### src/rtl/resq_dispatch_if.sv
// resq_dispatch_if: shelter/food request heads, dispatch offer, pop strobes.
// master = scheduler side, slave = queue/responder side.
interface resq_dispatch_if;
  logic       Shelter_Valid;
  logic       Shelter_Boost;
  logic [1:0] Shelter_Priority;
  logic [7:0] Shelter_Zone;
  logic       Food_Valid;
  logic       Food_Boost;
  logic [1:0] Food_Priority;
  logic [7:0] Food_Zone;
  logic       Disp_Valid;
  logic       Disp_Ready;
  logic       Disp_Class;
  logic       Disp_Boost;
  logic [1:0] Disp_Priority;
  logic [7:0] Disp_Zone;
  logic       Shelter_Pop;
  logic       Food_Pop;
  logic       Busy;

  modport master (
    input  Shelter_Valid, Shelter_Boost,
    input  Shelter_Priority, Shelter_Zone,
    input  Food_Valid, Food_Boost,
    input  Food_Priority, Food_Zone,
    input  Disp_Ready,
    output Disp_Valid, Disp_Class, Disp_Boost,
    output Disp_Priority, Disp_Zone,
    output Shelter_Pop, Food_Pop, Busy
  );

  modport slave (
    output Shelter_Valid, Shelter_Boost,
    output Shelter_Priority, Shelter_Zone,
    output Food_Valid, Food_Boost,
    output Food_Priority, Food_Zone,
    output Disp_Ready,
    input  Disp_Valid, Disp_Class, Disp_Boost,
    input  Disp_Priority, Disp_Zone,
    input  Shelter_Pop, Food_Pop, Busy
  );
endinterface

### src/rtl/resq_dispatch_scheduler.sv
// resq_dispatch_scheduler: arbitrates shelter/food heads onto one
// valid/ready dispatch channel with aging boost and a fairness cap.
// Ports: clk, rst_n (async, active low), bus (resq_dispatch_if.master):
//   request heads in, Disp_* offer out, Disp_Ready in, pops/Busy out.
module resq_dispatch_scheduler #(
  parameter int AGE_W      = 8,
  parameter int AGE_LIMIT  = 16,
  parameter int MAX_CONSEC = 4
) (
  input logic             clk,
  input logic             rst_n,
  resq_dispatch_if.master bus
);

  localparam int CW = $clog2(MAX_CONSEC + 1);
  localparam logic [AGE_W-1:0] LIM  = AGE_W'(AGE_LIMIT);
  localparam logic [CW-1:0]    CMAX = CW'(MAX_CONSEC);

  typedef enum logic [1:0] {
    IDLE  = 2'd0,
    OFFER = 2'd1,
    POP   = 2'd2
  } state_t;

  state_t state, state_nx;

  logic [AGE_W-1:0] s_age, f_age;
  logic [CW-1:0]    consec;
  logic             last_class;

  logic       d_class;
  logic       d_boost;
  logic [1:0] d_prio;
  logic [7:0] d_zone;

  logic s_eb, f_eb;
  logic any_valid;
  logic pick_s;
  logic s_held, f_held;
  logic disp_valid, busy;
  logic s_pop, f_pop;

  assign s_eb = bus.Shelter_Boost | (s_age >= LIM);
  assign f_eb = bus.Food_Boost | (f_age >= LIM);
  assign any_valid = bus.Shelter_Valid | bus.Food_Valid;

  // Ordered rules: lone valid, fairness cap,
  // effective boost, priority, shelter on tie.
  always_comb begin
    pick_s = 1'b1;
    if (bus.Shelter_Valid && !bus.Food_Valid)
      pick_s = 1'b1;
    else if (!bus.Shelter_Valid && bus.Food_Valid)
      pick_s = 1'b0;
    else if (consec == CMAX)
      pick_s = ~last_class;
    else if (s_eb != f_eb)
      pick_s = s_eb;
    else if (bus.Shelter_Priority != bus.Food_Priority)
      pick_s = bus.Shelter_Priority > bus.Food_Priority;
    else
      pick_s = 1'b1;
  end

  always_ff @(posedge clk or negedge rst_n) begin
    if (!rst_n) state <= IDLE;
    else        state <= state_nx;
  end

  always_comb begin
    state_nx = state;
    unique case (state)
      IDLE:    if (any_valid) state_nx = OFFER;
      OFFER:   if (bus.Disp_Ready) state_nx = POP;
      POP:     state_nx = IDLE;
      default: state_nx = IDLE;
    endcase
  end

  always_comb begin
    disp_valid = 1'b0;
    busy       = 1'b0;
    s_pop      = 1'b0;
    f_pop      = 1'b0;
    unique case (state)
      IDLE: ;
      OFFER: begin
        disp_valid = 1'b1;
        busy       = 1'b1;
      end
      POP: begin
        busy  = 1'b1;
        s_pop = d_class;
        f_pop = ~d_class;
      end
      default: ;
    endcase
  end

  assign bus.Disp_Valid    = disp_valid;
  assign bus.Busy          = busy;
  assign bus.Shelter_Pop   = s_pop;
  assign bus.Food_Pop      = f_pop;
  assign bus.Disp_Class    = d_class;
  assign bus.Disp_Boost    = d_boost;
  assign bus.Disp_Priority = d_prio;
  assign bus.Disp_Zone     = d_zone;

  always_ff @(posedge clk or negedge rst_n) begin
    if (!rst_n) begin
      d_class <= 1'b0;
      d_boost <= 1'b0;
      d_prio  <= '0;
      d_zone  <= '0;
    end else if (state == IDLE && any_valid) begin
      d_class <= pick_s;
      d_boost <= pick_s ? s_eb : f_eb;
      d_prio  <= pick_s ? bus.Shelter_Priority
                        : bus.Food_Priority;
      d_zone  <= pick_s ? bus.Shelter_Zone
                        : bus.Food_Zone;
    end
  end

  // A class under offer (OFFER or POP) keeps its age frozen.
  assign s_held = (state != IDLE) & d_class;
  assign f_held = (state != IDLE) & ~d_class;

  always_ff @(posedge clk or negedge rst_n) begin
    if (!rst_n) begin
      s_age <= '0;
    end else if (!bus.Shelter_Valid || s_pop) begin
      s_age <= '0;
    end else if (!s_held && s_age < LIM) begin
      s_age <= s_age + 1'b1;
    end
  end

  always_ff @(posedge clk or negedge rst_n) begin
    if (!rst_n) begin
      f_age <= '0;
    end else if (!bus.Food_Valid || f_pop) begin
      f_age <= '0;
    end else if (!f_held && f_age < LIM) begin
      f_age <= f_age + 1'b1;
    end
  end

  always_ff @(posedge clk or negedge rst_n) begin
    if (!rst_n) begin
      consec     <= '0;
      last_class <= 1'b0;
    end else if (state == POP) begin
      if (d_class == last_class)
        consec <= (consec == CMAX) ? CMAX
                                   : consec + 1'b1;
      else
        consec <= CW'(1);
      last_class <= d_class;
    end
  end

endmodule
### src/flat_wrapper.sv
// flat-port wrapper written by rule: the top's interface ports become plain ports
module resq_dispatch_scheduler_flat 
#(
  parameter int AGE_W      = 8,
  parameter int AGE_LIMIT  = 16,
  parameter int MAX_CONSEC = 4
)
  (clk, rst_n, bus_Shelter_Valid, bus_Shelter_Boost, bus_Shelter_Priority, bus_Shelter_Zone, bus_Food_Valid, bus_Food_Boost, bus_Food_Priority, bus_Food_Zone, bus_Disp_Ready, bus_Disp_Valid, bus_Disp_Class, bus_Disp_Boost, bus_Disp_Priority, bus_Disp_Zone, bus_Shelter_Pop, bus_Food_Pop, bus_Busy);
  resq_dispatch_if bus_i ();
  input logic clk;
  input logic rst_n;
  input wire logic [$bits(bus_i.Shelter_Valid)-1:0] bus_Shelter_Valid;
  input wire logic [$bits(bus_i.Shelter_Boost)-1:0] bus_Shelter_Boost;
  input wire logic [$bits(bus_i.Shelter_Priority)-1:0] bus_Shelter_Priority;
  input wire logic [$bits(bus_i.Shelter_Zone)-1:0] bus_Shelter_Zone;
  input wire logic [$bits(bus_i.Food_Valid)-1:0] bus_Food_Valid;
  input wire logic [$bits(bus_i.Food_Boost)-1:0] bus_Food_Boost;
  input wire logic [$bits(bus_i.Food_Priority)-1:0] bus_Food_Priority;
  input wire logic [$bits(bus_i.Food_Zone)-1:0] bus_Food_Zone;
  input wire logic [$bits(bus_i.Disp_Ready)-1:0] bus_Disp_Ready;
  output wire logic [$bits(bus_i.Disp_Valid)-1:0] bus_Disp_Valid;
  output wire logic [$bits(bus_i.Disp_Class)-1:0] bus_Disp_Class;
  output wire logic [$bits(bus_i.Disp_Boost)-1:0] bus_Disp_Boost;
  output wire logic [$bits(bus_i.Disp_Priority)-1:0] bus_Disp_Priority;
  output wire logic [$bits(bus_i.Disp_Zone)-1:0] bus_Disp_Zone;
  output wire logic [$bits(bus_i.Shelter_Pop)-1:0] bus_Shelter_Pop;
  output wire logic [$bits(bus_i.Food_Pop)-1:0] bus_Food_Pop;
  output wire logic [$bits(bus_i.Busy)-1:0] bus_Busy;
  assign bus_i.Shelter_Valid = bus_Shelter_Valid;
  assign bus_i.Shelter_Boost = bus_Shelter_Boost;
  assign bus_i.Shelter_Priority = bus_Shelter_Priority;
  assign bus_i.Shelter_Zone = bus_Shelter_Zone;
  assign bus_i.Food_Valid = bus_Food_Valid;
  assign bus_i.Food_Boost = bus_Food_Boost;
  assign bus_i.Food_Priority = bus_Food_Priority;
  assign bus_i.Food_Zone = bus_Food_Zone;
  assign bus_i.Disp_Ready = bus_Disp_Ready;
  assign bus_Disp_Valid = bus_i.Disp_Valid;
  assign bus_Disp_Class = bus_i.Disp_Class;
  assign bus_Disp_Boost = bus_i.Disp_Boost;
  assign bus_Disp_Priority = bus_i.Disp_Priority;
  assign bus_Disp_Zone = bus_i.Disp_Zone;
  assign bus_Shelter_Pop = bus_i.Shelter_Pop;
  assign bus_Food_Pop = bus_i.Food_Pop;
  assign bus_Busy = bus_i.Busy;
  resq_dispatch_scheduler #(.AGE_W(AGE_W), .AGE_LIMIT(AGE_LIMIT), .MAX_CONSEC(MAX_CONSEC)) u_core (.clk(clk), .rst_n(rst_n), .bus(bus_i));
endmodule
### config.mk
export PLATFORM = sky130hd
export DESIGN_NAME = resq_dispatch_scheduler_flat
export DESIGN_NICKNAME = d
export VERILOG_FILES = /design/src/rtl/resq_dispatch_if.sv /design/src/rtl/resq_dispatch_scheduler.sv /design/src/flat_wrapper.sv
export SDC_FILE = /design/constraint.sdc
export NUM_CORES = 1
export LEC_CHECK = 0
export ABC_AREA = 1
export BUFFER_PORTS_ARGS = -buffer_cell sky130_fd_sc_hd__buf_2
export CAP_MARGIN = 5
export CORE_MARGIN = 5
export CORE_UTILIZATION = 48
export DETAILED_ROUTE_END_ITERATION = 8
export PLACE_DENSITY_LB_ADDON = 0.15
export SLEW_MARGIN = 15
export SYNTH_ARGS = -nofsm -noshare
export SYNTH_HDL_FRONTEND = slang
export SYNTH_SLANG_ARGS = --single-unit
### constraint.sdc
create_clock -name clk -period 1.5 [get_ports clk]
set_input_delay 0.375 -clock clk [delete_from_list [all_inputs] [get_ports clk]]
set_output_delay 0.375 -clock clk [all_outputs]
set_load 0.02 [all_outputs]
==> After elaboration in Yosys (flattened, before gate mapping) <==
Cells that the tools add are included.
{ "op_classes": {"n_addsub": 3, "magnitude_cmp": 5, "eq_ne": 8, "mux": 21, "bitwise_logic": 7, "reduce_logical": 17} }
{ "ops": {"columns": ["op", "count"], "rows": [
  ["2-to-1 mux 8 bit", 5],
  ["adder 8 x 1 -> 8 bit, second input constant", 2],
  [">= comparator 8 x 5 -> 1 bit, second input constant", 2],
  ["< comparator 8 x 5 -> 1 bit, second input constant", 2],
  ["2-to-1 mux 1 bit", 10],
  ["2-to-1 mux 2 bit", 3],
  ["2-to-1 mux 3 bit", 2],
  ["nonzero test 2 bit", 3],
  ["logical AND 1 bit", 5],
  ["zero test 1 bit", 4],
  ["one-hot mux 2 bit (2 select lines)", 1],
  ["adder 3 x 1 -> 3 bit, second input constant", 1],
  ["== test 3 bit, second input constant", 1],
  ["bitwise OR 1 bit", 3],
  ["bitwise AND 1 bit", 2],
  ["== test 2 x 1 -> 1 bit, second input constant", 1],
  ["== test 2 bit, second input constant", 1],
  ["greater-than comparator 2 bit", 1],
  ["zero test 2 bit", 1],
  ["logical OR 1 bit", 2],
  ["inequality test 2 x 1 -> 1 bit, second input constant", 1],
  ["inequality test 2 bit", 1],
  ["inequality test 2 bit, second input constant", 1],
  ["inverter 1 bit", 2],
  ["other kinds (4)", 4]
]} }
{ "word_totals": {"reg_bits": 34, "out_inout_bits": 16, "word_cells": 70} }

==> Logic depth before layout (Yosys ltp) <==
Gate-level depths: netlist of the first run.
{ "logic_depth": {"ltp_word": 8, "depth_mapped": 13, "depth_no_buf": 12} }

==> Least setup slack after synthesis of the first run <==
Ideal clock, no wire load.
{ "synth_path": {"path_type": "register to register", "from": "register u_core.state[0]", "to": "register u_core.f_age[3]", "setup_ps": 122, "t_arrival_ps": 1531, "t_required_ps": 1378, "slack_ps": -153, "path_stages_with_launch": 10, "path_cell_list": "dfrtp_1 > inv_1 > ha_1 > inv_1 > nor2_2 > nor2_2 > o21ai_4 > nand4_1 > o21ai_1 > a21oi_1"} }
{ "synth_lines": {"columns": ["item", "line", "rtl"], "rows": [
  ["start: declaration", "resq_dispatch_scheduler.sv:25", "state_t state, state_nx;"],
  ["start signal: assignment", "resq_dispatch_scheduler.sv:67", "else state <= state_nx;"],
  ["== test 2 bit *", "resq_dispatch_scheduler.sv:85", "unique case (state)"],
  ["2-to-1 mux 1 bit *", "resq_dispatch_scheduler.sv:85", null],
  ["named net bus_Food_Pop", "flat_wrapper.sv:27", "output wire logic [$bits(bus_i.Food_Pop)-1:0] bus_Food_Pop;"],
  ["logical OR 1 bit *", "resq_dispatch_scheduler.sv:142", "end else if (!bus.Food_Valid || f_pop) begin"],
  ["2-to-1 mux 8 bit or nonzero test 2 bit (tied branches)", null, null],
  ["end signal: assignment", "resq_dispatch_scheduler.sv:145", "f_age <= f_age + 1'b1;"],
  ["end: declaration", "resq_dispatch_scheduler.sv:27", "logic [AGE_W-1:0] s_age, f_age;"]
]} }
The timed path passes the listed nets; every way through them passes the cells marked *.
A chain may end at the register's enable or synchronous reset.

==> Worst setup path after layout of the first run <==
{ "layout_path": {"from": "register u_core.s_age[4]", "to": "register u_core.d_zone[7], in the netlist u_core.bus.Disp_Zone[7]"} }
{ "layout_between": {"elab_chain_len": 8} }
{ "layout_lines": {"columns": ["item", "line", "rtl"], "rows": [
  ["start: declaration", "resq_dispatch_scheduler.sv:27", null],
  ["start signal: assignment", "resq_dispatch_scheduler.sv:135", "s_age <= s_age + 1'b1;"],
  [">= comparator 8 x 5 -> 1 bit *", "resq_dispatch_scheduler.sv:43", "assign s_eb = bus.Shelter_Boost | (s_age >= LIM);"],
  ["bitwise OR 1 bit *", "resq_dispatch_scheduler.sv:43", null],
  ["inequality test 1 bit", "resq_dispatch_scheduler.sv:57", "else if (s_eb != f_eb)"],
  ["2-to-1 mux 1 bit *", "resq_dispatch_scheduler.sv:57", null],
  ["2-to-1 mux 1 bit *", "resq_dispatch_scheduler.sv:55", "else if (consec == CMAX)"],
  ["2-to-1 mux 1 bit *", "resq_dispatch_scheduler.sv:53", "else if (!bus.Shelter_Valid && bus.Food_Valid)"],
  ["2-to-1 mux 1 bit *", "resq_dispatch_scheduler.sv:51", "if (bus.Shelter_Valid && !bus.Food_Valid)"],
  ["2-to-1 mux 8 bit *", "resq_dispatch_scheduler.sv:120", "d_zone <= pick_s ? bus.Shelter_Zone"],
  ["end signal: assignment", "resq_dispatch_scheduler.sv:120", null],
  ["end: declaration", "resq_dispatch_scheduler.sv:34", "logic [7:0] d_zone;"]
]} }
Every way passes the cells marked *; elsewhere a longest branch is shown, timed or not.

==> impl_metrics.ini, run 1 <==
[critical_path]
rrSetupSlack_ns = -0.08
path_max_fanout = 5
critPathRequiredTime_ns = 1.68
crit_path_start_kind = flip-flop
reg2reg_to = u_core.bus.Disp_Zone[7]
worst_setup_path_end_kind = flip-flop
reg2reg_from = u_core.s_age[4]
reg2reg_depth = 11
startpoint = u_core.s_age[4]
worst_ep_arrival_time_ns = 1.76
critPathKind = flip-flop to flip-flop

[grt]
grt_pass1_wl_mm = 7.16
grt_use_met3 = 0.0388
grt_util_met2 = 0.285
grt-busiest-layer = met2
first_global_vias = 1667
track_usage = 0.172
grt_max_degree = 18
antenna_found_initial = 0
use_met1 = 0.223
grt_overflow = 0

[worst_hold_path]
hold_path_depth = 5
hold_class = primary input to flip-flop
hold_start = bus_Shelter_Zone[1]
hold_path_end = u_core.bus.Disp_Zone[1]

[layout]
final_core_util = 0.728
diodes = 0
final_cells = 360
postLayoutCellArea_um2 = 2710
drive_above_1_share = 0.423
fill_cells = 307
nNetsFinal = 349
synthToLayoutAreaGrowth_pct = 45.2

[placement]
postPlaceCellArea_um2 = 2300
portBuffers = 42
place_inst = 343
hpwlAfterDp_mm = 3.11
pre_cts_slack_ns = -0.184
place.gp.congestion = 0.826

[synth]
post_synth_num_cell_types = 25
synth_nets = 273
synth_top_area_cell = dfrtp_1
syn_inst = 235
ys.flop_type = dfrtp_1
synth-async-reset-ratio = 1.00
avgSynthCellArea_um2 = 7.93
synth_top_area_frac = 0.456
synth_edf_count = 0
yosys_warnings = 0
synth_area_leaders = dfrtp_1 (46%), inv_1 (10%), nand2_1 (9.3%)
yosysSeqAreaShare = 0.456
syn_area_um2 = 1860
synth.ff_latch_count = 34

[run]
max-cap-violations = 0

[power_and_ir_drop]
power_density_nw_per_um2 = 1600
leakage_nw = 1.45
vdd_ir_drop_max_uv = 1290

[route]
ant_nets = 0
via_count = 1722
viasPerCell = 4.78
drt-total-wl_mm = 4.63
drt_pass1_iterations = 4
avgRoutedWirePerCell_um = 12.9
drc = 0
drtIter0Drc = 128

[floorplanning]
die_w_um = 72.3
start_util = 0.502
die_area_um2 = 5230
core_um2 = 3720
die_y_um = 72.3
rows = 22
io_pins = 43

[sta]
max-slew-margin-rel = 0.768
slew_violations = 0
fin_skew_ns = 0.00893
grt_setup_unrepaired = yes
setup_viol = 15
fin_ws_ns = -0.0818
hold_viol = 0
fin_crit_sh = 1.05
setup_tns_ns = -0.732
worstMarginPinSlew_ns = 0.348
fin_crit_ns = 1.58
clock.fmax_mhz = 632

[cts]
clock_path_buffers = 2
cts_buffers = 5
htree_levels = 2
clock_latency_ns = 0.29
cts_root_buffer = clkbuf_8
cts_num_sinks = 34
cts_tree = done
clk_pin_slew_ns = 0.07

[outcome]
status = complete, but fails checks
violations = negative setup slack
-- cell usage in the layout, fill, tap and decap left out, types with 2 or more instances in the layout --
cell,count
inv_1,44
nand2_1,41
buf_2,38
dfrtp_1,34
buf_4,25
nand3_2,20
nor2_1,13
o21ai_0,12
nand3_1,8
ha_1,8
inv_2,7
nand2_2,7
buf_6,7
clkbuf_8,6
nor2_2,5
a21oi_1,5
a21oi_2,3
nor2_4,2
nand3b_1,2
a31oi_1,2
o21ai_1,2
ha_4,2
buf_12,2
-- area by class of cell --
type	instances	area [um^2]	share of cell area
Multi-Input combinational cell	145	981	0.362
Sequential cell	34	851	0.314
Timing Repair Buffer	74	532	0.196
Inverter	51	191	0.0707
Clock buffer	7	86.3	0.0319
Tap cell	48	60.1	0.0222
Clock inverter	1	5.00	0.00185
-- cell families after synthesis --
logic type	Yosys count	synth area share
buffers and inverters	56	0.130
AOI/OAI and AO/OA	28	0.0852
and+or+nand+nor	104	0.246
DFF	34	0.456
adders and majority gates	11	0.0738
xor gates and xnor gates	2	0.00940
-- power by group --
part | switching, W | leakage [nW] | internal [W]
combinational | 0.00126 | 0.963 | 0.000952
clock | 0.000328 | 0.0482 | 0.000370
sequential | 0.000210 | 0.440 | 0.00121
total | 0.00180 | 1.45 | 0.00253
-- sequential cells by signal, indices dropped and copies added (netlist names) --
register	flops
u_core.bus.Disp_Boost	1
u_core.bus.Disp_Class	1
u_core.bus.Disp_Priority	2
u_core.bus.Disp_Zone	8
u_core.consec	3
u_core.f_age	8
u_core.last_class	1
u_core.s_age	8
u_core.state	2
-- how the worst max path moves through the flow --
| stage | to | slack (ns) | cells after the start |
|---|---|---|---|
| 6_report | u_core.bus.Disp_Zone[7] | -0.08 | 11 |
| 5_1_grt | u_core.bus.Disp_Zone[7] | -0.15 | 11 |
| 4_1_cts | bus_Shelter_Pop | -0.06 | 5 |
| 3_5_place_dp | u_core.bus.Disp_Priority[0] | -0.18 | 11 |
| 3_3_place_gp | u_core.bus.Disp_Priority[0] | -0.18 | 11 |
| 2_1_floorplan | u_core.bus.Disp_Boost | 0.01 | 11 |
-- routing by layer --
metal | wire, um | vias up
li1 | - | 879
met1 | 1990 | 802
met2 | 2360 | 35
met3 | 225 | 6
met4 | 57 | 0
met5 | 0 | -
-- stage by stage --
stage	hold WS, ns	power (W)
6_report	0.394	0.00432
5_1_grt	0.423	0.00465
4_1_cts	0.393	0.00408
3_5_place_dp	0.281	0.00323
3_3_place_gp	0.284	0.00320
2_1_floorplan	0.0794	0.00260
-- cell usage after synthesis (2+ instances only) --
library cell,n
o22ai_1,2
o21ai_0,13
ha_1,11
buf_6,2
nand2_1,46
nor2_1,17
nand2_2,4
inv_1,51
a21oi_1,8
nand3b_1,2
a31oi_1,2
dfrtp_1,34
nor2_2,3
nand3_1,29
-- timing repair --
action                     4_1_cts  5_1_grt
pin swaps                       10       11
buffers inserted                 4        3
setup endpoints to repair       18       25
gates resized for setup         17       42
hold buffers                     1        0
cloned                           0        1
hold endpoints to repair        11        0
-- worst max-delay path: stages, from the launching register on --
cell	delay (ns)
dfrtp_1	0.40
nor2_2	0.14
nand3b_1	0.17
inv_2	0.11
nand2_2	0.06
nand2_2	0.06
nand2_2	0.06
nand2_4	0.13
buf_12	0.14
nand3_1	0.08
nand3_1	0.09
nand2_1	0.05
No activity file was read; power rests on OpenSTA's default activity.
==> inputs of run 2 (changes only) <==
--- a/config.mk
+++ b/config.mk
@@ -5,11 +5,10 @@
 export SDC_FILE = /design/constraint.sdc
 export NUM_CORES = 1
 export LEC_CHECK = 0
-export ABC_AREA = 1
 export BUFFER_PORTS_ARGS = -buffer_cell sky130_fd_sc_hd__buf_2
 export CAP_MARGIN = 5
 export CORE_MARGIN = 5
-export CORE_UTILIZATION = 48
+export CORE_UTILIZATION = 47
 export DETAILED_ROUTE_END_ITERATION = 8
 export PLACE_DENSITY_LB_ADDON = 0.15
 export SLEW_MARGIN = 15
==> run 2 against run 1 <==
Net effect:
- the flow still finishes with violations (negative setup slack)
- core utilization fell by 1.0 points
- via count decreased by 12%
- clock power increased by 17%
- flip-flop and latch count stayed put
- total power rose by 14%
- synthesized area shrank 6.4%
- synthesized cell count decreased by 27%
- global-route usage up 1.1 points
- largest power group unchanged
==> impl_metrics.ini, run 2 <==
[critical_path]
worst_setup_path_end_kind = flip-flop
path_max_fanout = 11
critPathKind = flip-flop to flip-flop
reg2reg_to = u_core.bus.Disp_Zone[4]
rrSetupSlack_ns = -0.47
critPathRequiredTime_ns = 1.67
reg2reg_depth = 6
reg2reg_from = u_core.s_age[5]
worst_ep_arrival_time_ns = 2.14
crit_path_start_kind = flip-flop

[sta]
max-slew-margin-rel = 0.730
fin_crit_sh = 1.31
setup_viol = 26
slew_violations = 0
fin_crit_ns = 1.97
clock.fmax_mhz = 509
fin_skew_ns = 0.00516
fin_ws_ns = -0.465
hold_viol = 0
setup_tns_ns = -7.69
worstMarginPinSlew_ns = 0.405
grt_setup_unrepaired = yes

[floorplanning]
die_y_um = 70.9
core_um2 = 3630
io_pins = 43
die_area_um2 = 5030
die_w_um = 70.9
start_util = 0.480
rows = 22

[cts]
clk_pin_slew_ns = 0.07
clock_path_buffers = 2
cts_buffers = 5
cts_tree = done
clock_latency_ns = 0.28
htree_levels = 2
cts_root_buffer = clkbuf_8
cts_num_sinks = 34

[route]
via_count = 1513
viasPerCell = 5.04
drt-total-wl_mm = 4.50
drc = 0
avgRoutedWirePerCell_um = 15.0
drt_pass1_iterations = 4
drtIter0Drc = 58
ant_nets = 0

[layout]
mostFrequentLayoutCells = buf_2 (38), dfrtp_1 (34), nor2_1 (27)
seq_area_um2 = 851
synthToLayoutAreaGrowth_pct = 49.5
diodes = 0
drive_above_1_share = 0.452
multi_input_area_um2 = 948
fill_cells = 281
final_common_cell = buf_2
final_core_util = 0.718
nNetsFinal = 289

[synth]
synth_edf_count = 0
ys.flop_type = dfrtp_1
syn_area_um2 = 1750
synth_nets = 210
yosysMostFrequentCell = dfrtp_1
yosys_warnings = 0
post_synth_num_cell_types = 34
avgSynthCellArea_um2 = 10.1
synth_top_area_cell = dfrtp_1
yosysSeqAreaShare = 0.487
syn_inst = 172
synth_top_area_frac = 0.487
synth_area_leaders = dfrtp_1 (49%), ha_1 (7.9%), mux2i_1 (6.9%)
synth-async-reset-ratio = 1.00
synth.ff_latch_count = 34
ys_top_cells_by_count = dfrtp_1 (34), nor2_1 (29), inv_1 (18)

[placement]
place.gp.congestion = 0.811
hpwlAfterDp_mm = 3.09
portBuffers = 42
pre_cts_slack_ns = -0.624

[power_and_ir_drop]
report.power.total_w = 0.00493
power_density_nw_per_um2 = 1890
leakage_nw = 1.30
vdd_ir_drop_max_uv = 1120

[outcome]
violations = negative setup slack
status = complete, but fails checks

[grt]
antenna_found_initial = 0
track_usage = 0.184
grt_max_degree = 20
grt_overflow = 0
first_global_vias = 1611
grt_pass1_wl_mm = 7.32

[run]
max-cap-violations = 0

[worst_hold_path]
hold_class = primary input to async pin
==> run 2: cell count changes in the layout (fill, tap and decap cells not counted), sizes merged, moves of 4 or more <==
cell   delta
o21ai     -9
nor2      +9
inv      -33
nand3    -29
buf       +5
xor2      +4
a21oi     +8
nand2    -42
mux2i    +12
==> run 2: worst max-delay path, stage by stage, from the launching register on <==
cell and delay [ns]:
dfrtp_1 0.39, or4_4 0.59, a2111oi_4 0.30, o41ai_4 0.15, buf_12 0.17, mux2i_1 0.17
a21oi_1 0.09
==> run 2: worst max-delay path by stage <==
| stage | start | endpoint | slack, ns | cells after the start |
|---|---|---|---|---|
| after detailed placement | bus_Food_Priority[0] | u_core.bus.Disp_Zone[4] | -0.62 | 8 |
| after floorplan | u_core.s_age[7] | u_core.bus.Disp_Class | -0.42 | 5 |
| after global routing | u_core.s_age[5] | u_core.bus.Disp_Zone[1] | -0.53 | 6 |
| after global placement | bus_Food_Priority[0] | u_core.bus.Disp_Class | -0.53 | 7 |
| after CTS | u_core.s_age[5] | u_core.bus.Disp_Priority[1] | -0.42 | 6 |
| final | u_core.s_age[5] | u_core.bus.Disp_Zone[4] | -0.47 | 6 |
==> run 2: cell type report <==
cell class              count  share of cell area
multi-input cells         115               0.364
inverters                  18              0.0259
flip-flops and latches     34               0.326
repair buffers             77               0.220
well taps                  48              0.0230
clock inverters             3              0.0153
clock buffers               5              0.0264
==> run 2: metal layers <==
metal | part of all wire | global-route usage
met5 | 0 | 0
met2 | 0.55 | 0.333
met3 | 0.046 | 0.0497
met1 | 0.39 | 0.210
met4 | 0.020 | 0.0564
==> run 2: timing repair <==
action,4_1_cts,5_1_grt
setup buffers,5,5
setup endpoints to repair,25,29
hold endpoints to repair,0,0
resized for setup,25,20
hold buffers,0,0
pin swaps,5,10
==> run 2: cells by family after synthesis <==
logic type	Yosys count	synth area share
AND/OR/NAND/NOR	50	0.133
flip-flops	34	0.487
AO/OA/AOI/OAI	33	0.129
buffers and inverters	23	0.0538
multiplexers	13	0.0774
adder cells (fa/ha/maj)	12	0.0846
XOR/XNOR	7	0.0351
==> run 2: where the power goes <==
part	internal, W	switching, W
Sequential	0.00121	0.000241
Clock	0.000489	0.000326
Combinational	0.00133	0.00133
Total	0.00303	0.00190
==> run 2: per-stage QoR <==
step,cells,cell area [um^2],hold WS (ns)
after floorplan,172,1770,0.0794
after global placement,282,2220,0.317
after detailed placement,282,2220,0.321
after CTS,295,2480,0.0160
after global routing,300,2610,0.0371
final,300,2610,0.0127
==> inputs of run 3 (changes only) <==
--- a/config.mk
+++ b/config.mk
@@ -8,7 +8,8 @@
 export BUFFER_PORTS_ARGS = -buffer_cell sky130_fd_sc_hd__buf_2
 export CAP_MARGIN = 5
 export CORE_MARGIN = 5
-export CORE_UTILIZATION = 47
+export CORE_UTILIZATION = 35
+export CTS_BUF_LIST = sky130_fd_sc_hd__clkbuf_2 sky130_fd_sc_hd__clkbuf_4 sky130_fd_sc_hd__clkbuf_8
 export DETAILED_ROUTE_END_ITERATION = 8
 export PLACE_DENSITY_LB_ADDON = 0.15
 export SLEW_MARGIN = 15
==> run 3 against run 2 <==
Net effect:
- critical path depth is 1 lower
- count of clock-buffer cells in the layout is 2 higher
- final cell count is 8.0% higher
- non-clock buffer count is 5 higher
- worst hold slack worse by 0.0078 ns
- global-route usage is 5.2 points lower
- largest cell class unchanged
- core utilization is 16 points lower
- the flow still finishes with violations (negative setup slack)
- routed wire length is 10% lower
==> impl_metrics.ini, run 3 (same netlist as run 2, synthesis figures left out) <==
[placement]
hpwlAfterDp_mm = 3.00
postPlaceCellArea_um2 = 2270
portBuffers = 42
pre_cts_slack_ns = -0.585
place.gp.congestion = 0.706

[cts]
clock_latency_ns = 0.28
cts_root_buffer = clkbuf_8
clk_pin_slew_ns = 0.07
htree_levels = 2
cts_tree = done
cts_num_sinks = 34
clock_path_buffers = 2
hold_buffers = 0
cts_buffers = 5

[sta]
fin_skew_ns = 0.00559
fin_ws_ns = -0.412
slew_violations = 0
setup_viol = 24
setup_tns_ns = -6.49
clock.fmax_mhz = 523
worstMarginPinSlew_ns = 0.392
fin_crit_sh = 1.27
max-slew-margin-rel = 0.739
grt_setup_unrepaired = yes
hold_viol = 0
fin_crit_ns = 1.91

[floorplanning]
core_um2 = 4790
start_util = 0.365
die_area_um2 = 6500
io_pins = 43
die_y_um = 80.6
rows = 25
die_w_um = 80.6

[route]
ant_nets = 0
avgRoutedWirePerCell_um = 12.4
drt-total-wl_mm = 4.03
drc = 0
drtIter0Drc = 54
via_count = 1447
drt_pass1_iterations = 4
viasPerCell = 4.47

[power_and_ir_drop]
report.power.total_w = 0.00482
vdd_ir_drop_max_uv = 758
power_density_nw_per_um2 = 1810
leakage_nw = 1.32

[worst_hold_path]
hold_class = primary input to async pin

[grt]
grt_overflow = 0
track_usage = 0.132
grt_pass1_wl_mm = 6.58
antenna_found_initial = 0
first_global_vias = 1425
grt_max_degree = 20

[critical_path]
path_max_fanout = 4
crit_slowest_cell = or4_4
worst_setup_path_end_kind = flip-flop
reg2reg_to = u_core.bus.Disp_Class
reg2reg_depth = 5
rrSetupSlack_ns = -0.41
worst_ep_arrival_time_ns = 2.08
critPathKind = flip-flop to flip-flop
startpoint = u_core.s_age[5]
crit_chain = or4_4 -> a211oi_4 -> o41ai_4 -> buf_4 -> mux2_4
slowest_delay_ns = 0.60
crit_path_start_kind = flip-flop
critPathRequiredTime_ns = 1.66
reg2reg_from = u_core.s_age[5]

[run]
max-cap-violations = 0

[layout]
fill_cells = 436
mostFrequentLayoutCells = buf_2 (38), dfrtp_1 (33), nor2_1 (27)
nNetsFinal = 294
drive_above_1_share = 0.479
diodes = 0
final_core_util = 0.557
multi_input_area_um2 = 967
synthToLayoutAreaGrowth_pct = 52.8
final_common_cell = buf_2
postLayoutCellArea_um2 = 2670
seq_area_um2 = 852

[outcome]
violations = negative setup slack
status = complete, but fails checks
-- run 3: cell count changes in the layout (fill, tap and decap cells not counted), moves of 2 or more --
cell | before | now
buf_4 | 22 | 25
inv_1 | 15 | 13
o21ai_1 | 0 | 2
buf_6 | 14 | 18
inv_2 | 3 | 5
buf_12 | 3 | 1
-- run 3: how the worst max path moves through the flow --
stage                                        endpoint  depth (start not counted)
after floorplan                 u_core.bus.Disp_Class                          5
after global placement    u_core.bus.Disp_Priority[0]                          8
after detailed placement      u_core.bus.Disp_Zone[6]                          9
after CTS                     u_core.bus.Disp_Zone[6]                          7
after global routing          u_core.bus.Disp_Zone[1]                          6
final                           u_core.bus.Disp_Class                          5
-- run 3: through the flow --
step	hold WS (ns)	std cells
after global placement	0.331	306
after global routing	0.0242	324
after floorplan	0.0794	172
after detailed placement	0.322	306
after CTS	0.00979	317
final	0.00489	324
-- run 3: cell type report --
class	instances	area share
Clock buffer	7	0.0338
Timing Repair Buffer	82	0.225
Sequential cell	34	0.320
Inverter	18	0.0253
Clock inverter	1	0.00188
Tap cell	67	0.0314
Multi-Input combinational cell	115	0.363
-- run 3: where the power goes --
group	leakage (nW)	switching [W]	internal, W
Combinational	0.839	0.00128	0.00136
Sequential	0.427	0.000241	0.00121
Clock	0.0517	0.000327	0.000388
Total	1.32	0.00185	0.00296
-- run 3: repair_timing --
action / CTS / global route
cloned: 0 / 0
endpoints found under the setup margin: 25 / 30
buffers inserted: 3 / 7
endpoints found under the hold margin: 0 / 0
pin swaps: 14 / 17
gates resized for setup: 30 / 26
-- run 3: layer usage --
metal,global-route usage,wire length [um]
met5,0,0
met4,0.0507,8
met3,0.0381,230
met2,0.209,1930
met1,0.168,1860
-- run 3: worst max-delay path, delay by kind of cell, from the launching register on --
family                 cells  cell delay (ns)
buffers and inverters      1             0.16
AO/OA/AOI/OAI              2             0.40
multiplexers               1             0.25
AND/OR/NAND/NOR            1             0.60
flip-flops                 1             0.38
